## src/rtl/irq_pending_5_pkg.sv

```systemverilog
// Shared constants and the priority-encoder result type for the
// 5-source interrupt pending stage.
package irq_pending_5_pkg;
  localparam int          IRQ_NUM_SRC = 5;
  localparam int          IRQ_ID_W    = 3;
  localparam logic [2:0]  IRQ_ID_NONE = 3'd7;

  typedef struct packed {
    logic                valid;
    logic [IRQ_ID_W-1:0] id;
  } irq_sel_t;
endpackage

```

## src/rtl/irq_prio_enc_5.sv

```systemverilog
// Combinational lowest-index-wins priority encoder over five request bits;
// reports IRQ_ID_NONE when nothing is set.
module irq_prio_enc_5
  import irq_pending_5_pkg::*;
(
  input  logic [IRQ_NUM_SRC-1:0] i_vec,
  output irq_sel_t               o_sel
);
  always_comb begin
    o_sel.valid = |i_vec;
    o_sel.id    = IRQ_ID_NONE;
    // Walk downward so the lowest set index is the last one written.
    for (int i = IRQ_NUM_SRC - 1; i >= 0; i--) begin
      if (i_vec[i]) o_sel.id = IRQ_ID_W'(i);
    end
  end
endmodule

```

## src/rtl/irq_pending_5.sv

```systemverilog
// Event capture (edge/level, per-source polarity), pending hold with
// write-1-to-clear, enable masking and a registered highest-priority request.
module irq_pending_5
  import irq_pending_5_pkg::*;
#(
  parameter logic [IRQ_NUM_SRC-1:0] InvertMask = 5'b00000,
  parameter logic [IRQ_NUM_SRC-1:0] EdgeMask   = 5'b11111
) (
  input  logic                   Clock,
  input  logic                   Reset,
  input  logic [IRQ_NUM_SRC-1:0] Event_In,
  input  logic                   Enable_We,
  input  logic [IRQ_NUM_SRC-1:0] Enable_Data,
  input  logic                   Clear_We,
  input  logic [IRQ_NUM_SRC-1:0] Clear_Data,
  output logic [IRQ_NUM_SRC-1:0] Raw_Pending,
  output logic [IRQ_NUM_SRC-1:0] Pending_Out,
  output logic                   Irq_Valid,
  output logic [IRQ_ID_W-1:0]    Irq_Id
);
  logic [IRQ_NUM_SRC-1:0] r_ev_q;
  logic [IRQ_NUM_SRC-1:0] r_pend;
  logic [IRQ_NUM_SRC-1:0] r_en;
  logic                   r_valid;
  logic [IRQ_ID_W-1:0]    r_id;

  logic [IRQ_NUM_SRC-1:0] w_ev;
  logic [IRQ_NUM_SRC-1:0] w_set;
  logic [IRQ_NUM_SRC-1:0] w_clr;
  logic [IRQ_NUM_SRC-1:0] w_pend_next;
  logic [IRQ_NUM_SRC-1:0] w_en_next;
  irq_sel_t               w_sel;

  assign w_ev        = Event_In ^ InvertMask;
  assign w_set       = (w_ev & ~r_ev_q & EdgeMask) | (w_ev & ~EdgeMask);
  assign w_clr       = Clear_We ? Clear_Data : '0;
  // Set is OR-ed after the clear so a same-cycle capture survives the clear.
  assign w_pend_next = (r_pend & ~w_clr) | w_set;
  assign w_en_next   = Enable_We ? Enable_Data : r_en;

  // Encoding the next-state keeps Irq_Valid/Irq_Id aligned with Pending_Out.
  irq_prio_enc_5 u_enc (
    .i_vec (w_pend_next & w_en_next),
    .o_sel (w_sel)
  );

  always_ff @(posedge Clock) begin
    if (Reset) begin
      r_ev_q  <= '1;
      r_pend  <= '0;
      r_en    <= '0;
      r_valid <= 1'b0;
      r_id    <= IRQ_ID_NONE;
    end else begin
      r_ev_q  <= w_ev;
      r_pend  <= w_pend_next;
      r_en    <= w_en_next;
      r_valid <= w_sel.valid;
      r_id    <= w_sel.id;
    end
  end

  assign Raw_Pending = r_pend;
  assign Pending_Out = r_pend & r_en;
  assign Irq_Valid   = r_valid;
  assign Irq_Id      = r_id;
endmodule

```

## config.mk

```make
export PLATFORM = sky130hd
export DESIGN_NAME = irq_pending_5
export DESIGN_NICKNAME = d
export VERILOG_FILES = /design/src/rtl/irq_pending_5_pkg.sv /design/src/rtl/irq_prio_enc_5.sv /design/src/rtl/irq_pending_5.sv
export SDC_FILE = /design/constraint.sdc
export NUM_CORES = 1
export LEC_CHECK = 0
export BUFFER_PORTS_ARGS = -buffer_cell sky130_fd_sc_hd__buf_2
export CAP_MARGIN = 10
export CORE_ASPECT_RATIO = 1.2
export CORE_MARGIN = 2
export CORE_UTILIZATION = 45
export DETAILED_ROUTE_END_ITERATION = 7
export PLACE_DENSITY = 0.83
export SYNTH_ARGS = -nofsm -noshare
export SYNTH_HDL_FRONTEND = slang
export SYNTH_HIERARCHICAL = 1
export SYNTH_SLANG_ARGS = --single-unit
```

## constraint.sdc

```tcl
create_clock -name Clock -period 3.1 [get_ports Clock]
set_input_delay 0.31 -clock Clock [delete_from_list [all_inputs] [get_ports Clock]]
set_output_delay 0.31 -clock Clock [all_outputs]
set_load 0.01 [all_outputs]
```

# [Word-level counts from Yosys, hierarchy flattened]
# Cells that the tools add are included.
[word_totals] ff_bits=19 latchBits=0 mem_bits_rw=0 romBits=0 inputBits=19 output_inout_bits=14 mem_count=0
[op_classes] n_addsub=0 n_mul=0 n_div=0 order_cmp=0 n_eq_ne=0 shift=0 mux=7 bitwise=7 n_reduce_logical=1
[op_table] cell="5-bit bitwise AND" n=4
[op_table] cell="3-bit two-way mux" n=4
[op_table] cell="5-bit two-way mux" n=2
[op_table] cell="5-bit inverter" n=2
[op_table] cell="5-bit OR" n=1
[op_table] cell="5-bit OR reduction" n=1
[op_table] cell="2-bit two-way mux" n=1

# [Depth between registers and ports, before layout]
# Gate-level depths: netlist of run 1.
[depth] depth_word=10 mapped_depth=6 ltp_nobuf=5

# [Hierarchy]
# The synthesis of run 1 kept the hierarchy.
[by_module_without_submodules] module="irq_pending_5" instances=1 cells_each=65 area_per_inst_um2=686.9 seq_area_each_um2=380.4
[by_module_without_submodules] module="irq_prio_enc_5" instances=1 cells_each=7 area_per_inst_um2=46.3 seq_area_each_um2=0.0

# [Worst setup path after synthesis of run 1]
# No wires, ideal clock.
[synth_timing] path_kind="reg-to-reg" startpoint="register r_pend[1] (netlist: Raw_Pending[1])" endpoint="register r_id[0] (netlist: Irq_Id[0])" t_arrival_ns=1.307 t_required_ns=3.044 path_slack_ns=1.737 stages_incl_launch_ff=6 path_buffers=0 cell_sequence="dfxtp_1 > a21bo_2 > a21oi_1 > inv_1 > a221oi_1 > or2_2"
[synth_lines] item="start, declared" line_no="irq_pending_5.sv:22" rtl="logic [IRQ_NUM_SRC-1:0] r_pend;"
[synth_lines] item="start signal, assigned" line_no="irq_pending_5.sv:56" rtl="r_pend <= w_pend_next;"
[synth_lines] item="end signal, assigned" line_no="irq_pending_5.sv:59" rtl="r_id <= w_sel.id;"
[synth_lines] item="end, declared" line_no="irq_pending_5.sv:25" rtl="logic [IRQ_ID_W-1:0] r_id;"

==> metrics.cfg, run 1 <==
[drt]
vias_per_cell=4.83
drt_iter0_markers=6
wl_um=1360
drc=0
drtPass1Iterations=4
wl_per_cell_um=11.1
dr_total_vias=594
ant_nets=0

[synthesis]
yosys_warnings=6
synth_fp_nets=91
ys.flop_type=dfxtp_1
ys_seq_area_share_pct=51.9
synth-xor-area-share_pct=0
yosys_register_bits=19
synth-edff-count=0
synthArstFlopShare_pct=0
syn_area_per_cell_sq_um=10.2
synth-simple-area-share_pct=22.4
synth_fa_ha_area_share_pct=0
yosysMostFrequentCell=dfxtp_1
yosys-top-cells-count=19 x dfxtp_1, 10 x a21oi_1, 8 x or2_2
yosys.area.top_type=dfxtp_1
syn_area_sq_um=733
synth_area_leaders=dfxtp_1 52%, a21bo_2 6.8%, a21oi_1 6.8%, mux2i_1 6.8%, or2_2 6.8%
postSynthCellCount=72
synth_cell_type_count=15
netlist.area_leader.share_pct=51.9
synth_top_family_by_area=simple AND/OR/NAND/NOR gates
synthMuxAreaShare_pct=6.83
synth_compound_area_share_pct=15.9

[floorplan]
rows=15
die_y_um=48.2
ios=33
core_area_sq_um=1480
dieArea_sq_um=1970
fp.dieW_um=40.9
initial_core_util_pct=49.5

[clocking]
cts.sinks=19
cts.repair.resized=0
clk_pin_slew_ns=0.10
cts_root_buffer=clkbuf_4
insertion_delay_ns=0.29
cts_hold_buf=0
htree_levels=1
postCtsSetupRepairBufs=0
clockBufferDepth=2
tritoncts=built
cts_made_buffers=3

[placement]
hpwl_um=1060
gp_congestion=0.715
io_buffer_count=32
dp_slack_ns=1.58

[sta]
slew_headroom_pct=76.5
skew_ns=0.00782
min_period_ns=1.49
setup_viol=0
maxSlewViolCount=0
clock.fmax_mhz=671
fin_crit_sh_pct=48.1
hold_viol=0
rsz0062_at_grt=no
timing.final.ws_setup_ns=1.61
worst_pin_slew_ns=0.352
setup_tns_ns=0

[worst_setup_path]
critPathArrivalTime_ns=1.73
r2r-end=Irq_Id[0]
worstSetupStartpointType=flop
crit_end=Irq_Id[0]
crit_chain=a21bo_2 > a21oi_1 > inv_1 > a221oi_1 > or2_2
crit_buf_inv=1
crit_slowest_cell=dfxtp_1
cp_num_cells=5
cp_max_fo=4
crit_start=Raw_Pending[1]
crit_path_end_kind=flop
max_stage_delay_ns=0.35
crit_family=compound AO/OA/AOI/OAI gates
reg2reg_from=Raw_Pending[1]
r2r_setup_slack_ns=1.61
r2r_cells=5
crit_type=reg2reg
crit_required_ns=3.34

[global_route]
grt.met3_usage_pct=1.37
grt_max_degree=20
grt_pass1_vias=469
gr-usage-all-layers_pct=13.8
grt_pass1_wl_um=1750
antenna_found_initial=0
use_met1_pct=14.6
top_usage_layer=met2
gr-total-overflow=0
use_met2_pct=24.7

[finish]
fillCellCount=145
area.growth.synth_to_final_pct=25.8
diodes=0
drive_gt1_share_pct=46.2
fin_nets=126

[power_and_ir_drop]
ir_drop_mv=0.263
pwr_density_cell_nw_per_um2=478
p_leak_uw=0.000435

[job]
max_cap_violations=0

[hold_path]
min_path_type=in2reg

[outcome]
status=finished, final reports clean

==> per-stage QoR <==
stage	power, uW	instances	area [sq um]	utilization [%]	hold WS (ns)
floorplan	303	72	733	-	0.382
global placement	326	119	896	60.4	0.490
detailed placement	327	119	896	60.4	0.499
CTS	446	123	922	62.2	0.207
global route	462	123	922	62.2	0.209
finish	441	123	922	62.2	0.211
==> power breakdown <==
group	total (uW)	internal, uW	switching [uW]
clock	120	50.0	70.0
sequential	263	258	4.52
combinational	58.6	30.6	28.0
total	441	339	102
==> placed cells by master (no fill, tap or decap) <==
master	count
a211oi_1	1
a21bo_2	5
a21oi_1	10
a221oi_1	1
and2_1	5
buf_2	32
clkbuf_1	1
clkbuf_4	3
dfxtp_1	19
inv_1	1
mux2i_1	5
nand2b_1	6
nor2_1	7
nor2b_1	1
nor4_2	1
or2_2	8
==> how the worst min path moves through the flow <==
stage	from	to	slack [ns]	cells past startpoint
final	Event_In[3]	r_ev_q[3]	0.21	2
after global routing	Event_In[4]	r_ev_q[4]	0.21	2
after CTS	Event_In[3]	r_ev_q[3]	0.21	2
after detailed placement	r_en[3]	r_en[3]	0.50	2
after global placement	r_en[3]	r_en[3]	0.49	2
after floorplan	Reset	Irq_Valid	0.38	1
==> kinds of logic (layout without fill, tap and decap cells) <==
| kind of cell | count (synthesis) | after routing |
|---|---|---|
| compound gates | 17 | 17 |
| mux | 5 | 5 |
| flops | 19 | 19 |
| simple gates | 28 | 28 |
| buf+inv | 3 | 37 |
==> state kept, by name (all words and copies together) (netlist names) <==
name,count
Raw_Pending,5
Irq_Id,3
r_en,5
Irq_Valid,1
r_ev_q,5
==> area by class of cell <==
class	instances	area (sq um)	share of cell area, %
Inverter	1	3.75	0.407
Clock buffer	4	26.3	2.85
Sequential cell	19	380	41.2
Timing Repair Buffer	32	160	17.4
Tap cell	17	21.3	2.31
Multi-Input combinational cell	50	330	35.8
==> layer usage <==
metal	part of all wire, %	routed length (um)
met1	42	568
met2	51	690
met3	5.4	73
met4	2.3	31
met5	0	0
Note: power is estimated with default switching activity, not from simulation.
==> run 2, diff against run 1 <==
--- a/config.mk
+++ b/config.mk
@@ -5,13 +5,14 @@
 export SDC_FILE = /design/constraint.sdc
 export NUM_CORES = 1
 export LEC_CHECK = 0
+export ABC_AREA = 1
 export BUFFER_PORTS_ARGS = -buffer_cell sky130_fd_sc_hd__buf_2
 export CAP_MARGIN = 10
 export CORE_ASPECT_RATIO = 1.2
 export CORE_MARGIN = 2
 export CORE_UTILIZATION = 45
 export DETAILED_ROUTE_END_ITERATION = 7
-export PLACE_DENSITY = 0.83
+export PLACE_DENSITY = 0.81
 export SYNTH_ARGS = -nofsm -noshare
 export SYNTH_HDL_FRONTEND = slang
 export SYNTH_HIERARCHICAL = 1
==> constraint.sdc (replaced) <==
create_clock -name Clock -period 1.5 [get_ports Clock]
set_input_delay 0.15 -clock Clock [delete_from_list [all_inputs] [get_ports Clock]]
set_output_delay 0.15 -clock Clock [all_outputs]
set_load 0.01 [all_outputs]
==> metrics.cfg, run 2 <==
[sta]
maxSlewViolCount=0  ; unchanged
clock.fmax_mhz=871  ; was 671 MHz
setup_viol=0  ; unchanged
slew_headroom_pct=80.0  ; was 76.5%
min_period_ns=1.15  ; was 1.49 ns
skew_ns=0.00797  ; was 0.00782 ns
fin_crit_sh_pct=76.5  ; was 48.1%
setup_tns_ns=0  ; unchanged
rsz0062_at_grt=no  ; unchanged
worst_pin_slew_ns=0.300  ; was 0.352 ns
hold_viol=0  ; unchanged

[synthesis]
syn_area_per_cell_sq_um=7.01  ; was 10.2 sq um
syn_area_sq_um=806  ; was 733 sq um
synthArstFlopShare_pct=0  ; unchanged
ys_seq_area_share_pct=47.2  ; was 51.9%
synth-edff-count=0  ; unchanged
ys.flop_type=dfxtp_1  ; unchanged
synth_cell_type_count=13  ; was 15
synth_area_leaders=dfxtp_1 47%, nand2_1 22%, inv_1 9.8%, a21oi_1 6.8%, or2_2 4.7%  ; was dfxtp_1 52%, a21bo_2 6.8%, a21oi_1 6.8%, mux2i_1 6.8%, or2_2 6.8%
yosys_register_bits=19  ; unchanged
yosys.area.top_type=dfxtp_1  ; unchanged
synth_fp_nets=134  ; was 91
yosysMostFrequentCell=nand2_1  ; was dfxtp_1
yosys-top-cells-count=47 x nand2_1, 21 x inv_1, 19 x dfxtp_1  ; was 19 x dfxtp_1, 10 x a21oi_1, 8 x or2_2
postSynthCellCount=115  ; was 72
yosys_warnings=6  ; unchanged
netlist.area_leader.share_pct=47.2  ; was 51.9%

[clocking]
cts_root_buffer=clkbuf_4  ; unchanged
insertion_delay_ns=0.29  ; about the same
clockBufferDepth=2  ; unchanged
clk_pin_slew_ns=0.11  ; was 0.10 ns
postCtsSetupRepairBufs=0  ; unchanged
cts.repair.resized=0  ; unchanged
cts_made_buffers=3  ; unchanged
htree_levels=1  ; unchanged
tritoncts=built  ; unchanged
cts.sinks=19  ; unchanged
cts_hold_buf=0  ; unchanged

[power_and_ir_drop]
ir_drop_mv=0.480  ; was 0.263 mV
p_seq_share_pct=59.0  ; was 59.5%
power.internal_uw=689  ; was 339 uW
switching_power_uw=231  ; was 102 uW
p_comb_share_pct=14.1  ; was 13.3%
pwr_density_cell_nw_per_um2=926  ; was 478 nW/um^2
p_clk_share_pct=26.9  ; was 27.2%
p_leak_uw=0.000625  ; was 0.000435 uW
swShare_pct=25.1  ; was 23.2%

[finish]
fin_nets=169  ; was 126
final_common_cell=nand2_1  ; was buf_2
final_cell_mix=47 x nand2_1, 32 x buf_2, 21 x inv_1  ; was 32 x buf_2, 19 x dfxtp_1, 10 x a21oi_1
area.growth.synth_to_final_pct=23.3  ; was 25.8%
final_util_pct=59.8  ; was 62.2%
drive_gt1_share_pct=31.5  ; was 46.2%
diodes=0  ; unchanged

[drt]
wl_um=1490  ; was 1360 um
dr_total_vias=752  ; was 594
drc=0  ; unchanged
drtPass1Iterations=4  ; unchanged
wl_met3_um=102  ; was 73 um
drt-met1-wl_um=611  ; was 568 um
routed.top_layer=met3  ; was met4
ant_nets=0  ; unchanged
wl_per_cell_um=8.91  ; was 11.1 um
drt_iter0_markers=5  ; was 6
wl_met2_um=774  ; was 690 um
vias_per_cell=4.50  ; was 4.83

[floorplan]
initial_core_util_pct=48.5  ; was 49.5%
ios=33  ; unchanged
dieArea_sq_um=2150  ; was 1970 sq um
core_area_sq_um=1660  ; was 1480 sq um
die_y_um=50.4  ; was 48.2 um
fp.dieW_um=42.6  ; was 40.9 um
rows=16  ; was 15

[placement]
hpwl_um=1180  ; was 1060 um
gp_congestion=0.720  ; was 0.715
io_buffer_count=32  ; unchanged

[global_route]
gr-usage-all-layers_pct=14.9  ; was 13.8%
grt_pass1_vias=646  ; was 469
grt_pass1_wl_um=2440  ; was 1750 um
antenna_found_initial=0  ; unchanged
gr-total-overflow=0  ; unchanged
grt_max_degree=20  ; unchanged

[worst_setup_path]
crit_type=reg2reg  ; unchanged
crit_required_ns=1.69  ; was 3.34 ns
cp_max_fo=3  ; was 4
critPathArrivalTime_ns=1.34  ; was 1.73 ns
crit_path_end_kind=flop  ; unchanged
worstSetupStartpointType=flop  ; unchanged

[hold_path]
min_path_type=in2reg  ; unchanged

[job]
max_cap_violations=0  ; unchanged

[outcome]
status=finished, final reports clean  ; unchanged

run 2: changes by cell type in the layout (fill, tap and decap cells not counted), sizes merged, moves of 4 or more:
cell and change:
inv +21, nand2 +49, mux2i -5, nor2 -4, nand2b -6, a21bo -5, and2 -5
run 2: cells by family (layout without fill, tap and decap cells):
group	Yosys count	count (layout)	synth area share (%)
flops	19	19	47.2
compound gates	12	12	7.45
buf+inv	24	58	13.0
simple gates	60	60	32.3
run 2: power groups by stage:
| stage | Sequential [uW] | Combinational, uW | Clock [uW] |
|---|---|---|---|
| after detailed placement | 555 | 130 | 0 |
| after CTS | 543 | 131 | 260 |
| final | 543 | 130 | 248 |
| after global routing | 546 | 147 | 295 |
| after global placement | 554 | 127 | 0 |
| after floorplan | 560 | 75.3 | 0 |
run 2: worst paths after layout:
check / from / to / slack (ns) / cells after the start
max: Raw_Pending[1] / Irq_Id[2] / 0.35 / 8
min: Event_In[4] / r_ev_q[4] / 0.05 / 2
max reg2reg: Raw_Pending[1] / Irq_Id[2] / 0.35 / 8
min reg2reg: r_en[0] / r_en[0] / 0.50 / 2
run 2: metrics by stage:
stage	std cells	total power (uW)	hold slack (ns)	area [sq um]	setup slack [ns]
after floorplan	115	635	0.257	806	0.369
after global placement	163	681	0.351	966	0.300
after detailed placement	163	685	0.356	966	0.281
after CTS	167	934	0.0406	993	0.347
after global routing	167	988	0.0243	993	0.246
final	167	920	0.0483	993	0.352
run 2: critical path: stages (launching register included):
cell and delay (ns):
dfxtp_1 0.36, nand2_1 0.08, nand2_1 0.06, nand2_1 0.05, inv_1 0.08, nor2_2 0.05, nand2_2 0.07, nor2_4 0.04
or2_2 0.26
run 2: metal layers:
metal  global-route usage (%)  up-vias
met5                        0        -
met4                     7.81        0
met3                     5.04        0
met2                     25.5       22
met1                     15.8      326
li1                         -      404
run 2: layout make-up:
type	count	area [sq um]
multi-input combinational	72	320
timing repair buffer	32	160
clock buffer	3	22.5
tap	18	22.5
fill	171	668
sequential	19	380
clock inverter	1	5.00
inverter	22	82.6
==> run 3, diff against run 2 <==
--- a/config.mk
+++ b/config.mk
@@ -10,9 +10,9 @@
 export CAP_MARGIN = 10
 export CORE_ASPECT_RATIO = 1.2
 export CORE_MARGIN = 2
-export CORE_UTILIZATION = 45
+export CORE_UTILIZATION = 41
 export DETAILED_ROUTE_END_ITERATION = 7
-export PLACE_DENSITY = 0.81
+export PLACE_DENSITY = 0.78
 export SYNTH_ARGS = -nofsm -noshare
 export SYNTH_HDL_FRONTEND = slang
 export SYNTH_HIERARCHICAL = 1
==> constraint.sdc (replaced) <==
create_clock -name Clock -period 0.97 [get_ports Clock]
set_input_delay 0.097 -clock Clock [delete_from_list [all_inputs] [get_ports Clock]]
set_output_delay 0.097 -clock Clock [all_outputs]
set_load 0.01 [all_outputs]
==> metrics.cfg, run 3 (synthesized netlist as in run 2, its figures left out) <==
[power_and_ir_drop]
p_leak_uw=0.000753  ; was 0.000625 uW
pwr_density_cell_nw_per_um2=1190  ; was 926 nW/um^2
ir_drop_mv=0.895  ; was 0.480 mV

[worst_setup_path]
max_stage_delay_ns=0.33  ; was 0.36 ns
worstSetupStartpointType=flop  ; unchanged
cp_max_fo=2  ; was 3
crit_type=reg2reg  ; unchanged
crit_required_ns=1.16  ; was 1.69 ns
critPathArrivalTime_ns=1.33  ; was 1.34 ns
crit_slowest_cell=dfxtp_1  ; unchanged
crit_path_end_kind=flop  ; unchanged
crit_chain=inv_1 > nand2_1 > nand2_1 > nand2_1 > inv_1 > inv_2 > nand2_2 > o21ai_1 > inv_1 > or2_1  ; was nand2_1 > nand2_1 > nand2_1 > inv_1 > nor2_2 > nand2_2 > nor2_4 > or2_2
r2r_cells=10  ; was 8

[clocking]
clk_pin_slew_ns=0.10  ; was 0.11 ns
cts_root_buffer=clkbuf_4  ; unchanged
insertion_delay_ns=0.30  ; was 0.29 ns
tritoncts=built  ; unchanged
cts_made_buffers=3  ; unchanged
clockBufferDepth=2  ; unchanged
htree_levels=1  ; unchanged
cts.sinks=19  ; unchanged

[floorplan]
initial_core_util_pct=43.5  ; was 48.5%
dieArea_sq_um=2340  ; was 2150 sq um
core_area_sq_um=1850  ; was 1660 sq um
fp.dieW_um=44.5  ; was 42.6 um
ios=33  ; unchanged
rows=17  ; was 16
die_y_um=52.6  ; was 50.4 um

[outcome]
failed_checks=negative setup slack
status=complete, but fails checks  ; was finished, final reports clean

[finish]
final_common_cell=nand2_1  ; unchanged
fillCellCount=152  ; was 171
final_util_pct=70.8  ; was 59.8%
drive_gt1_share_pct=56.1  ; was 31.5%
fin_nets=191  ; was 169
final_cell_mix=37 x nand2_1, 24 x buf_2, 18 x buf_6  ; was 47 x nand2_1, 32 x buf_2, 21 x inv_1
area.growth.synth_to_final_pct=62.6  ; was 23.3%
finalInstanceArea_sq_um=1310  ; was 993 sq um
diodes=0  ; unchanged
stdcell_count=190  ; was 167

[sta]
setup_tns_ns=-1.04  ; was 0 ns
clock.fmax_mhz=879  ; was 871 MHz
rsz0062_at_grt=yes  ; was no
hold_viol=0  ; unchanged
slew_headroom_pct=78.2  ; was 80.0%
timing.final.ws_setup_ns=-0.167  ; was 0.352 ns
maxSlewViolCount=0  ; unchanged
worst_pin_slew_ns=0.326  ; was 0.300 ns
skew_ns=0.00488  ; was 0.00797 ns
setup_viol=10  ; was 0
fin_crit_sh_pct=117  ; was 76.5%
min_period_ns=1.14  ; was 1.15 ns

[hold_path]
whs_path_depth=2  ; unchanged
min_path_type=in2reg  ; unchanged

[drt]
wl_um=1990  ; was 1490 um
ant_nets=0  ; unchanged
drt_iter0_markers=11  ; was 5
dr_total_vias=872  ; was 752
drtPass1Iterations=3  ; was 4
vias_per_cell=4.59  ; was 4.50
wl_per_cell_um=10.4  ; was 8.91 um
drc=0  ; unchanged

[global_route]
grt_pass1_wl_um=2930  ; was 2440 um
antenna_found_initial=0  ; unchanged
grt_max_degree=20  ; unchanged
gr-usage-all-layers_pct=17.1  ; was 14.9%
gr-total-overflow=0  ; unchanged
grt_pass1_vias=772  ; was 646

[placement]
hpwl_um=1300  ; was 1180 um
place_area_sq_um=1070  ; was 966 sq um
gp_congestion=0.748  ; was 0.720
placedCellCount=176  ; was 163
io_buffer_count=32  ; unchanged

[job]
max_cap_violations=0  ; unchanged

[run 3: cell count changes in the layout (fill, tap and decap cells not counted), sizes merged]
cell / delta
buf: +19
dlygate4sd3: +3
clkbuf: +1
clkinv: -1
[run 3: path summary, 6_finish.rpt]
check,startpoint,endpoint,slack [ns]
hold / removal,Event_In[2],r_ev_q[2],0.005
hold reg to reg,Raw_Pending[1],Raw_Pending[1],0.48
setup / recovery,r_ev_q[3],Irq_Id[1],-0.17
setup reg to reg,r_ev_q[3],Irq_Id[1],-0.17
[run 3: per-stage QoR]
step	power, uW	worst slack, ns	hold slack, ns
after floorplan	989	-0.0870	0.204
after global placement	1090	-0.157	0.299
after detailed placement	1100	-0.177	0.303
after CTS	1540	-0.182	0.00442
after global routing	1620	-0.250	0.0200
final	1560	-0.167	0.00498
[run 3: layer usage]
layer / routed length [um] / global-route usage [%] / share of wire (%)
met2: 1030 / 30.9 / 52
met1: 787 / 17.9 / 40
met3: 111 / 2.41 / 5.6
met4: 56 / 11.1 / 2.8
met5: 0 / 0 / 0
[run 3: final cells by class]
cell class / instances / area, sq um / area share [%]
timing repair buffer: 54 / 420 / 32.1
inverter: 22 / 82.6 / 6.30
clock buffer: 4 / 26.3 / 2.01
sequential: 19 / 395 / 30.2
tap: 19 / 23.8 / 1.81
multi-input combinational: 72 / 362 / 27.6
[run 3: report_power, final]
part	switching, uW	leakage [uW]	total [uW]	internal (uW)
Clock	235	0.0000150	396	160
Sequential	21.2	0.000160	849	828
Combinational	143	0.000578	311	169
Total	399	0.000753	1560	1160
[run 3: what timing repair did]
item                       4_1_cts  5_1_grt
setup buffers                    6        1
setup endpoints to repair       14       15
hold buffers                     3        0
pin swaps                        6        3
hold endpoints to repair         3        0
resized for setup               23       20
[run 3: critical path, delay by kind of cell (launching register included)]
kind                   cells  cell delay [ns]
buffers and inverters      4             0.18
DFF                        1             0.33
and+or+nand+nor            5             0.42
AOI/OAI and AO/OA          1             0.11
